File: src/rtl/muldiv_pkg.sv
// Shared encodings and helpers for the EXE-stage multiply/divide unit.
package muldiv_pkg;

  localparam logic [1:0] OP_MULT  = 2'b00;
  localparam logic [1:0] OP_MULTU = 2'b01;
  localparam logic [1:0] OP_DIV   = 2'b10;
  localparam logic [1:0] OP_DIVU  = 2'b11;

  localparam logic [2:0] S_IDLE = 3'd0;
  localparam logic [2:0] S_MUL  = 3'd1;
  localparam logic [2:0] S_DIV  = 3'd2;
  localparam logic [2:0] S_FIX  = 3'd3;
  localparam logic [2:0] S_DONE = 3'd4;

  typedef enum logic [2:0] {
    ST_IDLE = S_IDLE,
    ST_MUL  = S_MUL,
    ST_DIV  = S_DIV,
    ST_FIX  = S_FIX,
    ST_DONE = S_DONE
  } muldiv_state_t;

  // Only signed DIV can overflow: most-negative dividend over -1.
  function automatic logic is_signed_ovf(input logic [1:0] op,
                                         input logic dvd_is_min,
                                         input logic dvs_is_neg1);
    return (op == OP_DIV) && dvd_is_min && dvs_is_neg1;
  endfunction

endpackage

File: src/rtl/muldiv_div_iter_core.sv
// Radix-2 restoring divider on unsigned magnitudes, one quotient bit per cycle.
// done is high in the cycle whose closing edge performs the final step.
module div_iter_core #(
  parameter int XLEN = 32
) (
  input  logic            clk,
  input  logic            resetn,
  input  logic            start,
  input  logic [XLEN-1:0] dividend,
  input  logic [XLEN-1:0] divisor,
  output logic            done,
  output logic [XLEN-1:0] quotient,
  output logic [XLEN-1:0] remainder
);

  localparam int CNT_W = $clog2(XLEN) + 1;

  logic [CNT_W-1:0] cnt_q, cnt_d;
  logic             run_q, run_d;
  logic [XLEN-1:0]  quo_q, quo_d;
  logic [XLEN-1:0]  rem_q, rem_d;
  logic [XLEN-1:0]  dvs_q, dvs_d;
  logic [XLEN:0]    shifted;
  logic [XLEN:0]    diff;

  always_comb begin
    shifted = {rem_q, quo_q[XLEN-1]};
    diff    = shifted - {1'b0, dvs_q};
    cnt_d   = cnt_q;
    run_d   = run_q;
    quo_d   = quo_q;
    rem_d   = rem_q;
    dvs_d   = dvs_q;
    if (start) begin
      cnt_d = CNT_W'(XLEN - 1);
      run_d = 1'b1;
      quo_d = dividend;
      rem_d = '0;
      dvs_d = divisor;
    end else if (run_q) begin
      // Borrow out of the trial subtract means restore the shifted remainder.
      rem_d = diff[XLEN] ? shifted[XLEN-1:0] : diff[XLEN-1:0];
      quo_d = {quo_q[XLEN-2:0], ~diff[XLEN]};
      if (cnt_q == '0) begin
        run_d = 1'b0;
      end else begin
        cnt_d = cnt_q - CNT_W'(1);
      end
    end
  end

  always_ff @(posedge clk or negedge resetn) begin
    if (!resetn) begin
      cnt_q <= '0;
      run_q <= 1'b0;
      quo_q <= '0;
      rem_q <= '0;
      dvs_q <= '0;
    end else begin
      cnt_q <= cnt_d;
      run_q <= run_d;
      quo_q <= quo_d;
      rem_q <= rem_d;
      dvs_q <= dvs_d;
    end
  end

  assign done      = run_q && (cnt_q == '0);
  assign quotient  = quo_q;
  assign remainder = rem_q;

endmodule

File: src/rtl/muldiv_unit.sv
// EXE-stage multiply/divide unit with request/response handshakes and flush.
//   state | meaning
//   IDLE  | ready for a request
//   MUL   | product registered, latency counter running
//   DIV   | iterative divider stepping on magnitudes
//   FIX   | apply quotient/remainder signs
//   DONE  | result presented until consumed
module muldiv_unit import muldiv_pkg::*; #(
  parameter int XLEN    = 32,
  parameter int MUL_LAT = 2
) (
  input  logic            clk,
  input  logic            resetn,
  input  logic            req_valid,
  output logic            req_ready,
  input  logic [1:0]      req_op,
  input  logic [XLEN-1:0] src1,
  input  logic [XLEN-1:0] src2,
  input  logic            flush,
  output logic            resp_valid,
  input  logic            resp_ready,
  output logic [XLEN-1:0] hi,
  output logic [XLEN-1:0] lo,
  output logic            busy
);

  localparam int CNT_W = $clog2(XLEN) + 1;

  logic [2:0]        state_q, state_d;
  logic [CNT_W-1:0]  cnt_q, cnt_d;
  logic [2*XLEN-1:0] prod_q, prod_d;
  logic              q_neg_q, q_neg_d;
  logic              r_neg_q, r_neg_d;
  logic [XLEN-1:0]   hi_q, hi_d;
  logic [XLEN-1:0]   lo_q, lo_d;

  logic              accept;
  logic              sgn_op;
  logic [2*XLEN-1:0] a_ext, b_ext, prod_now;
  logic [XLEN-1:0]   dvd_mag, dvs_mag;
  logic              div_zero, div_ovf, div_start;
  logic              div_done;
  logic [XLEN-1:0]   div_quo, div_rem;

  assign req_ready = (state_q == S_IDLE) && !flush;
  assign accept    = req_valid && req_ready;
  assign sgn_op    = ~req_op[0];

  // Extending to 2*XLEN and keeping the low half gives the exact product for both signednesses.
  assign a_ext    = {{XLEN{sgn_op & src1[XLEN-1]}}, src1};
  assign b_ext    = {{XLEN{sgn_op & src2[XLEN-1]}}, src2};
  assign prod_now = a_ext * b_ext;

  assign dvd_mag   = (sgn_op && src1[XLEN-1]) ? -src1 : src1;
  assign dvs_mag   = (sgn_op && src2[XLEN-1]) ? -src2 : src2;
  assign div_zero  = (src2 == '0);
  assign div_ovf   = is_signed_ovf(req_op, src1 == {1'b1, {(XLEN-1){1'b0}}}, src2 == '1);
  assign div_start = accept && req_op[1] && !div_zero && !div_ovf;

  div_iter_core #(.XLEN(XLEN)) u_div (
    .clk       (clk),
    .resetn    (resetn),
    .start     (div_start),
    .dividend  (dvd_mag),
    .divisor   (dvs_mag),
    .done      (div_done),
    .quotient  (div_quo),
    .remainder (div_rem)
  );

  always_comb begin
    state_d = state_q;
    cnt_d   = cnt_q;
    prod_d  = prod_q;
    q_neg_d = q_neg_q;
    r_neg_d = r_neg_q;
    hi_d    = hi_q;
    lo_d    = lo_q;
    if (flush) begin
      state_d = S_IDLE;
      cnt_d   = '0;
    end else begin
      case (state_q)
        S_IDLE: begin
          if (accept) begin
            q_neg_d = sgn_op && (src1[XLEN-1] ^ src2[XLEN-1]);
            r_neg_d = sgn_op && src1[XLEN-1];
            if (!req_op[1]) begin
              prod_d = prod_now;
              cnt_d  = CNT_W'(MUL_LAT - 1);
              if (MUL_LAT == 1) begin
                state_d = S_DONE;
                hi_d    = prod_now[2*XLEN-1:XLEN];
                lo_d    = prod_now[XLEN-1:0];
              end else begin
                state_d = S_MUL;
              end
            end else if (div_zero) begin
              state_d = S_DONE;
              hi_d    = src1;
              lo_d    = '1;
            end else if (div_ovf) begin
              state_d = S_DONE;
              hi_d    = '0;
              lo_d    = src1;
            end else begin
              state_d = S_DIV;
            end
          end
        end
        S_MUL: begin
          cnt_d = cnt_q - CNT_W'(1);
          if (cnt_q == CNT_W'(1)) begin
            state_d = S_DONE;
            hi_d    = prod_q[2*XLEN-1:XLEN];
            lo_d    = prod_q[XLEN-1:0];
          end
        end
        S_DIV: begin
          if (div_done) state_d = S_FIX;
        end
        S_FIX: begin
          state_d = S_DONE;
          lo_d    = q_neg_q ? -div_quo : div_quo;
          hi_d    = r_neg_q ? -div_rem : div_rem;
        end
        S_DONE: begin
          if (resp_ready) state_d = S_IDLE;
        end
        default: state_d = S_IDLE;
      endcase
    end
  end

  always_ff @(posedge clk or negedge resetn) begin
    if (!resetn) begin
      state_q <= S_IDLE;
      cnt_q   <= '0;
      prod_q  <= '0;
      q_neg_q <= 1'b0;
      r_neg_q <= 1'b0;
      hi_q    <= '0;
      lo_q    <= '0;
    end else begin
      state_q <= state_d;
      cnt_q   <= cnt_d;
      prod_q  <= prod_d;
      q_neg_q <= q_neg_d;
      r_neg_q <= r_neg_d;
      hi_q    <= hi_d;
      lo_q    <= lo_d;
    end
  end

  assign resp_valid = (state_q == S_DONE);
  assign busy       = (state_q != S_IDLE);
  assign hi         = hi_q;
  assign lo         = lo_q;

endmodule

File: config.mk
export PLATFORM = sky130hd
export DESIGN_NAME = muldiv_unit
export DESIGN_NICKNAME = d
export VERILOG_FILES = /design/src/rtl/muldiv_pkg.sv /design/src/rtl/muldiv_div_iter_core.sv /design/src/rtl/muldiv_unit.sv
export SDC_FILE = /design/constraint.sdc
export NUM_CORES = 2
export LEC_CHECK = 0
export BUFFER_PORTS_ARGS = -buffer_cell sky130_fd_sc_hd__buf_2
export CAP_MARGIN = 25
export CORE_MARGIN = 2
export CORE_UTILIZATION = 59
export CTS_BUF_LIST = sky130_fd_sc_hd__clkbuf_8 sky130_fd_sc_hd__clkbuf_16
export DETAILED_ROUTE_END_ITERATION = 6
export HOLD_SLACK_MARGIN = 0.03
export PLACE_DENSITY = 0.78
export SYNTH_ARGS = -nofsm -noshare
export SYNTH_HDL_FRONTEND = slang
export SYNTH_HIERARCHICAL = 1
export SYNTH_SLANG_ARGS = --single-unit
File: constraint.sdc
create_clock -name clk -period 8.9 [get_ports clk]
set_input_delay 0.445 -clock clk [delete_from_list [all_inputs] [get_ports clk]]
set_output_delay 0.445 -clock clk [all_outputs]
set_load 0.05 [all_outputs]
# Yosys cells after proc, flatten, opt, wreduce, memory -nomap -nowiden
# Index checks and enable logic that the tools add are counted.
[op_classes]
mux = 40
bitwise_logic = 7
add_sub_neg = 7
eq_ne = 18
n_mul = 1
n_reduce_logical = 27
[op_table]
columns = ["op", "count"]
rows = [
  ["two-way mux 32 bit", 19],
  ["one-hot mux 32 bit (3 select lines)", 2],
  ["negation 32 bit", 4],
  ["== test 32 bit (second input constant)", 2],
  ["multiplier 33 x 33 -> 64 bit", 1],
  ["two-way mux 6 bit", 6],
  ["subtractor 33 x 32 -> 33 bit", 1],
  ["zero test 32 bit", 1],
  ["two-way mux 3 bit", 8],
  ["inequality test 3 bit (second input constant)", 5],
  ["one-hot mux 3 bit (5 select lines)", 1],
  ["one-hot mux 6 bit (2 select lines)", 1],
  ["subtractor 6 x 1 -> 6 bit (second input constant)", 2],
  ["logical AND 1 bit", 11],
  ["nonzero test 3 bit", 3],
  ["inequality test 2 bit (second input constant)", 4],
  ["AND reduction 4 bit", 2],
  ["== test 3 x 2 -> 1 bit (second input constant)", 2],
  ["== test 6 x 1 -> 1 bit (second input constant)", 1],
  ["zero test 6 bit", 1],
  ["AND reduction 3 bit", 2],
  ["AND reduction 6 bit", 1],
  ["inverter 1 bit", 4],
  ["== test 3 x 1 -> 1 bit (second input constant)", 1],
  ["10 further kinds", 15],
]
[word_totals]
word_cells = 112
output_inout_bits = 67
register_bits = 242

# Longest topological paths before layout
[depth]
word_depth = 9
mapped_depth = 32

# Cells and area by module
# Netlist, hierarchy kept.
[modules_own_cells]
columns = ["module", "seq_area_each_um2", "cells_per_inst", "area_each_um2", "instances"]
rows = [
  ["muldiv_unit", 3478.3, 5293, 47137.7, 1],
  ["div_iter_core", 2577.5, 737, 6546.3, 1],
]

# Worst setup path before layout
# OpenSTA, ideal clock, no wires.
[synth_timing]
kind = "input -> register"
startpoint = "input src1[31]"
endpoint = "register prod_q[60]"
required_ns = 8.768
cell_stages = 28
arrival_ns = 8.419
setup_slack_ns = 0.349
path_buffers = 4
path_cell_list = "clkbuf_1 > nor2b_1 > clkbuf_1 > clkbuf_1 > nand2_1 > inv_1 > fa_1 > fa_1 > fa_1 > inv_1 > fa_1 > inv_1 > fa_1 > fa_1 > fa_1 > inv_1 > fa_1 > inv_1 > ha_1 > clkbuf_1 > nand4_1 > or4_1 > a311o_1 > a2111oi_0 > o31ai_1 > a21boi_0 > mux2i_1 > nand4_1"
[synth_via]
elab_chain_cells = 2
[synth_lines]
columns = ["item", "line", "rtl"]
rows = [
  ["start, declared", "muldiv_unit.sv:17", "input logic [XLEN-1:0] src1,"],
  ["AND 1 bit", "muldiv_unit.sv:50", "assign a_ext = {{XLEN{sgn_op & src1[XLEN-1]}}, src1};"],
  ["multiplier 33 x 33 -> 64 bit (*)", "muldiv_unit.sv:52", "assign prod_now = a_ext * b_ext;"],
  ["end signal, assigned", "muldiv_unit.sv:147", "prod_q <= prod_d;"],
  ["end, declared", "muldiv_unit.sv:31", "logic [2*XLEN-1:0] prod_q, prod_d;"],
]
# Every way passes the cells marked *; elsewhere a longest branch is shown, timed or not.
# A chain may end at the register's enable or synchronous reset.

# Worst setup path after layout
[layout_timing]
startpoint = "input src2[5]"
endpoint = "register prod_q[60]"
[layout_via]
elab_chain_cells = 1
[layout_lines]
columns = ["item", "line", "rtl"]
rows = [
  ["start, declared", "muldiv_unit.sv:18", "input logic [XLEN-1:0] src2,"],
  ["multiplier 33 x 33 -> 64 bit", "muldiv_unit.sv:52", ""],
]
# Every way passes these cells.

==> reports/metrics.sh <==
FIRST_PASS_GRT_WIRE_LENGTH_UM=257000
FP.DIEH_UM=306
INITIAL_CORE_UTILIZATION_PCT=59.6
DIE-AREA_SQ_UM=93400
CRITICAL-PATH-SLOWEST-CELL='sky130_fd_sc_hd__buf_2'
REG_TO_REG_START='u_div/remainder[0]$_DFFE_PN0P_'
SYN_INST=6030
DATA_ARRIVAL_TIME_OF_THE_CRITICAL_PATH_NS=8.57
CRITICAL-PATH-MAX-STAGE-DELAY_NS=0.71
FINAL-SETUP-VIOL-COUNT=0
PLACE.PORT_BUFFERS=137
NUM-NETS-FINAL=7410
YS_FF_LATCH=242
VIA_PER_INST=5.98
GLOBALROUTETOTALUTIL_PCT=35.7
NETLIST.TOP_CELL.BY_AREA='sky130_fd_sc_hd__fa_1'
SYNTH_ASYNC_SR_FLOP_SHARE_PCT=100
FINAL_CELL_MIX='sky130_fd_sc_hd__inv_1 (1,165), sky130_fd_sc_hd__fa_1 (1,126), sky130_fd_sc_hd__nand2_1 (989), sky130_fd_sc_hd__and2_1 (382), sky130_fd_sc_hd__o21ai_0 (268)'
FINAL_MAX_SLEW_VIOL_COUNT=0
NUMBER_OF_ITERATIONS_IN_THE_FIRST_DETAILED_ROUTING_PASS=6
MAX_TRANSITION_MARGIN_PCT=25.8
RUN_STATUS='finished, final reports clean'
UNREPAIRED_SETUP_ENDPOINTS_AFTER_GLOBAL_ROUTING='false'
HTREE_NUM_LEVELS=1
SYN_AVG_CELL_AREA_SQ_UM=8.90
WORSTHOLDPATHCELLS=2
CRITICAL-PATH-TOP-CELL-BY-COUNT='sky130_fd_sc_hd__fa_1'
WORSTPATHREQUIRED_NS=9.32
FLOW.AREA_GROWTH_FROM_SYNTHESIS_PCT=5.40
HOLD_PATH_CLASS='in -> reg'
CRITICAL_PATH_CLASS='in -> reg'
DETAILED_PLACER_S_ENDING_HPWL_UM=129000
TIMING_HOLD_VIOLATIONS_FINAL=0
DP_WORST_SETUP_SLACK_NS=0.269
CTS_ROOT_BUFFER='sky130_fd_sc_hd__clkbuf_16'
NETLIST_TOP_CELLS_AREA='sky130_fd_sc_hd__fa_1 (42%), sky130_fd_sc_hd__dfrtp_1 (11%), sky130_fd_sc_hd__inv_1 (8.1%)'
POST-CTS-SETUP-BUFFER-COUNT=0
DOMINANTREGCELLSYNTH='sky130_fd_sc_hd__dfrtp_1'
CLOCK_SINK_COUNT=242
DETAILROUTE.VIA_COUNT=42800
WORST_SKEW_PAIR.LATE_LATENCY_NS=0.56
SETUP_SLACK_NS=0.750
WORSTSETUPSTARTPOINTTYPE='primary input'
ROWS=110
CTS_MAX_PATH_BUFFERS=3
SYNTH-EDFF-COUNT=0
LAYOUT_MIN_CYCLE_TIME_NS=8.15
MIN_TO='state_q[0]$_DFFE_PN0P_'
LAYOUT-DRIVE-GT1-SHARE_PCT=6.67
CORE_BOX_AREA_SQ_UM=90100
FINALWIRELENGTH_UM=163000
SYN-CELL-AREA_SQ_UM=53700
WORST_R2R_ENDPOINT='hi[30]$_DFFE_PN0P_'
LAYOUT_WORST_PATH_CYCLE_SHARE_PCT=91.6
MAXCLOCKFREQUENCY_MHz=123
DRC=0
REGTOREGSETUPSLACK_NS=4.67
NUMBER_OF_ANTENNA_VIOLATIONS_AT_THE_FIRST_CHECK_IN_GLOBAL_ROUTING=15
CTS-HOLD-FIX-BUFFERS=1
TOTAL_CTS_BUFFERS=27
YOSYSWARNINGCOUNT=6
CAP_VIOLATIONS=0
DIE-WIDTH_UM=306
IO_PINS=138
SETUP.WORST_PATH.END_CLASS='register'
POST_CTS.RESIZED_INSTANCES=0
GRT_START_MAX_NET_PINS=113
PLACE_CONGESTION=0.982
DRT-INITIAL-DRC-COUNT=4413
CTS_TREE='yes'
CRITPATHMAXFANOUT=32
SEQUENTIAL_CELL_AREA_FRACTION_IN_THE_YOSYS_REPORT_PCT=11.3
SYNTH.LIB_CELLS_USED.DISTINCT=82
RESIDUAL_OVERFLOW_FROM_GLOBAL_ROUTING=0
ROUTED_WIRE_LENGTH_PER_INSTANCE_UM=22.8
WORST_PIN_SLEW_NS=1.11
ANTENNA_VIOLATING_NETS_POST_ROUTE=0
LAYOUT.CELLS.MOST_COMMON='sky130_fd_sc_hd__inv_1'
FIN_SETUP_TNS_NS=0
SKEW_NS=0.0138
FIRST_GLOBAL_VIAS=45300
SYNTH_TOP_AREA_SHARE_PCT=42.0
HOLD_PATH_STARTPOINT='flush'
SYN-NUM-NETS=7481
WORSTREGTOREGCELLS=12
CLKSLEWWORSTSETUPHOLDPATHS_NS=0.06
[cell families (layout without fill, tap and decap cells)]
logic type	count (synthesis)	in the layout	share of synthesized area [%]
AND/OR/NAND/NOR	1828	1828	15.9
buffers and inverters	1549	1497	11.0
adder cells (fa/ha/maj)	1380	1380	47.9
AO/OA/AOI/OAI	676	676	7.72
flip-flops	242	242	11.3
XOR/XNOR	228	228	3.73
multiplexers	127	127	2.53
other	0	12	0
[state kept, by name (all words and copies together) (netlist names)]
| signal | count |
|---|---|
| u_div/quotient | 32 |
| cnt_q | 6 |
| u_div/dvs_q | 32 |
| u_div/run_q | 1 |
| lo | 32 |
| q_neg_q | 1 |
| prod_q | 64 |
| state_q | 3 |
| u_div/cnt_q | 6 |
| r_neg_q | 1 |
| u_div/remainder | 32 |
| hi | 32 |
[per-layer routing]
metal	share of wire, %	vias up	GRT usage (%)
li1	-	18100	-
met1	38	21700	47.6
met2	46	2438	56.3
met3	12	512	7.74
met4	5.3	4	16.7
met5	0.018	-	0
[area by class of cell]
| type | count | area [sq um] |
|---|---|---|
| Fill cell | 7441 | 33600 |
| Multi-Input combinational cell | 4239 | 41800 |
| Sequential cell | 242 | 6060 |
| Tap cell | 1176 | 1470 |
| Antenna cell | 12 | 30.0 |
| Inverter | 1162 | 4360 |
| Timing Repair Buffer | 287 | 1890 |
| Clock inverter | 16 | 229 |
| Clock buffer | 32 | 744 |
[critical path, delay by kind of cell]
kind / cells / cell delay (ns)
adders and majority gates: 9 / 4.44
muxes: 1 / 0.19
AOI/OAI and AO/OA: 4 / 1.04
buffers and inverters: 7 / 1.50
and+or+nand+nor: 4 / 0.91
[per-stage QoR]
step | hold slack (ns) | instance area [sq um] | instances | util (%)
2_1_floorplan | 0.149 | 53700 | 6030 | -
3_3_place_gp | 0.446 | 55500 | 7103 | 61.6
3_5_place_dp | 0.466 | 55500 | 7103 | 61.6
4_1_cts | 0.138 | 56500 | 7152 | 62.7
5_1_grt | 0.183 | 56600 | 7159 | 62.7
6_report | 0.168 | 56600 | 7166 | 62.8
[cells in the mapped netlist (6+ instances only)]
library cell / instances
sky130_fd_sc_hd__ha_1: 254
sky130_fd_sc_hd__a211oi_1: 33
sky130_fd_sc_hd__o31ai_1: 28
sky130_fd_sc_hd__xnor2_1: 105
sky130_fd_sc_hd__nor2_1: 171
sky130_fd_sc_hd__nand4_1: 34
sky130_fd_sc_hd__o21a_1: 11
sky130_fd_sc_hd__xor2_1: 122
sky130_fd_sc_hd__and3_1: 13
sky130_fd_sc_hd__or3_1: 16
sky130_fd_sc_hd__mux2_2: 36
sky130_fd_sc_hd__fa_1: 1126
sky130_fd_sc_hd__buf_1: 68
sky130_fd_sc_hd__o21ai_1: 9
sky130_fd_sc_hd__o21ai_0: 268
sky130_fd_sc_hd__a2111oi_0: 7
sky130_fd_sc_hd__buf_6: 8
sky130_fd_sc_hd__nand2b_1: 26
sky130_fd_sc_hd__inv_1: 1161
sky130_fd_sc_hd__nand2_1: 989
sky130_fd_sc_hd__and2_1: 382
sky130_fd_sc_hd__mux2_1: 32
sky130_fd_sc_hd__o221ai_1: 7
sky130_fd_sc_hd__nand3_1: 60
sky130_fd_sc_hd__a21oi_1: 139
sky130_fd_sc_hd__or4_1: 19
sky130_fd_sc_hd__o211ai_1: 11
sky130_fd_sc_hd__nor2b_1: 19
sky130_fd_sc_hd__mux2i_1: 59
sky130_fd_sc_hd__o21bai_1: 17
sky130_fd_sc_hd__nor4_1: 14
sky130_fd_sc_hd__dfrtp_1: 242
sky130_fd_sc_hd__o41ai_1: 13
sky130_fd_sc_hd__a22oi_1: 6
sky130_fd_sc_hd__o22ai_1: 6
sky130_fd_sc_hd__and4_1: 7
sky130_fd_sc_hd__clkbuf_1: 304
sky130_fd_sc_hd__a31oi_1: 21
sky130_fd_sc_hd__nor3_1: 54
sky130_fd_sc_hd__a21o_1: 50
[worst max path at each step]
stage	slack, ns	end	startpoint	cells after the start
floorplan	0.35	prod_q[60]$_DFFE_PN0P_	src1[31]	28
global placement	0.40	prod_q[61]$_DFFE_PN0P_	src2[5]	26
detailed placement	0.27	prod_q[61]$_DFFE_PN0P_	src2[5]	26
CTS	0.84	prod_q[61]$_DFFE_PN0P_	src2[5]	26
global route	0.45	prod_q[55]$_DFFE_PN0P_	src2[5]	28
finish	0.75	prod_q[60]$_DFFE_PN0P_	src2[5]	25
Power is left out: the tool's default activity adds up to more than one toggle a clock period on the data nets, which glitch-free logic cannot reach.
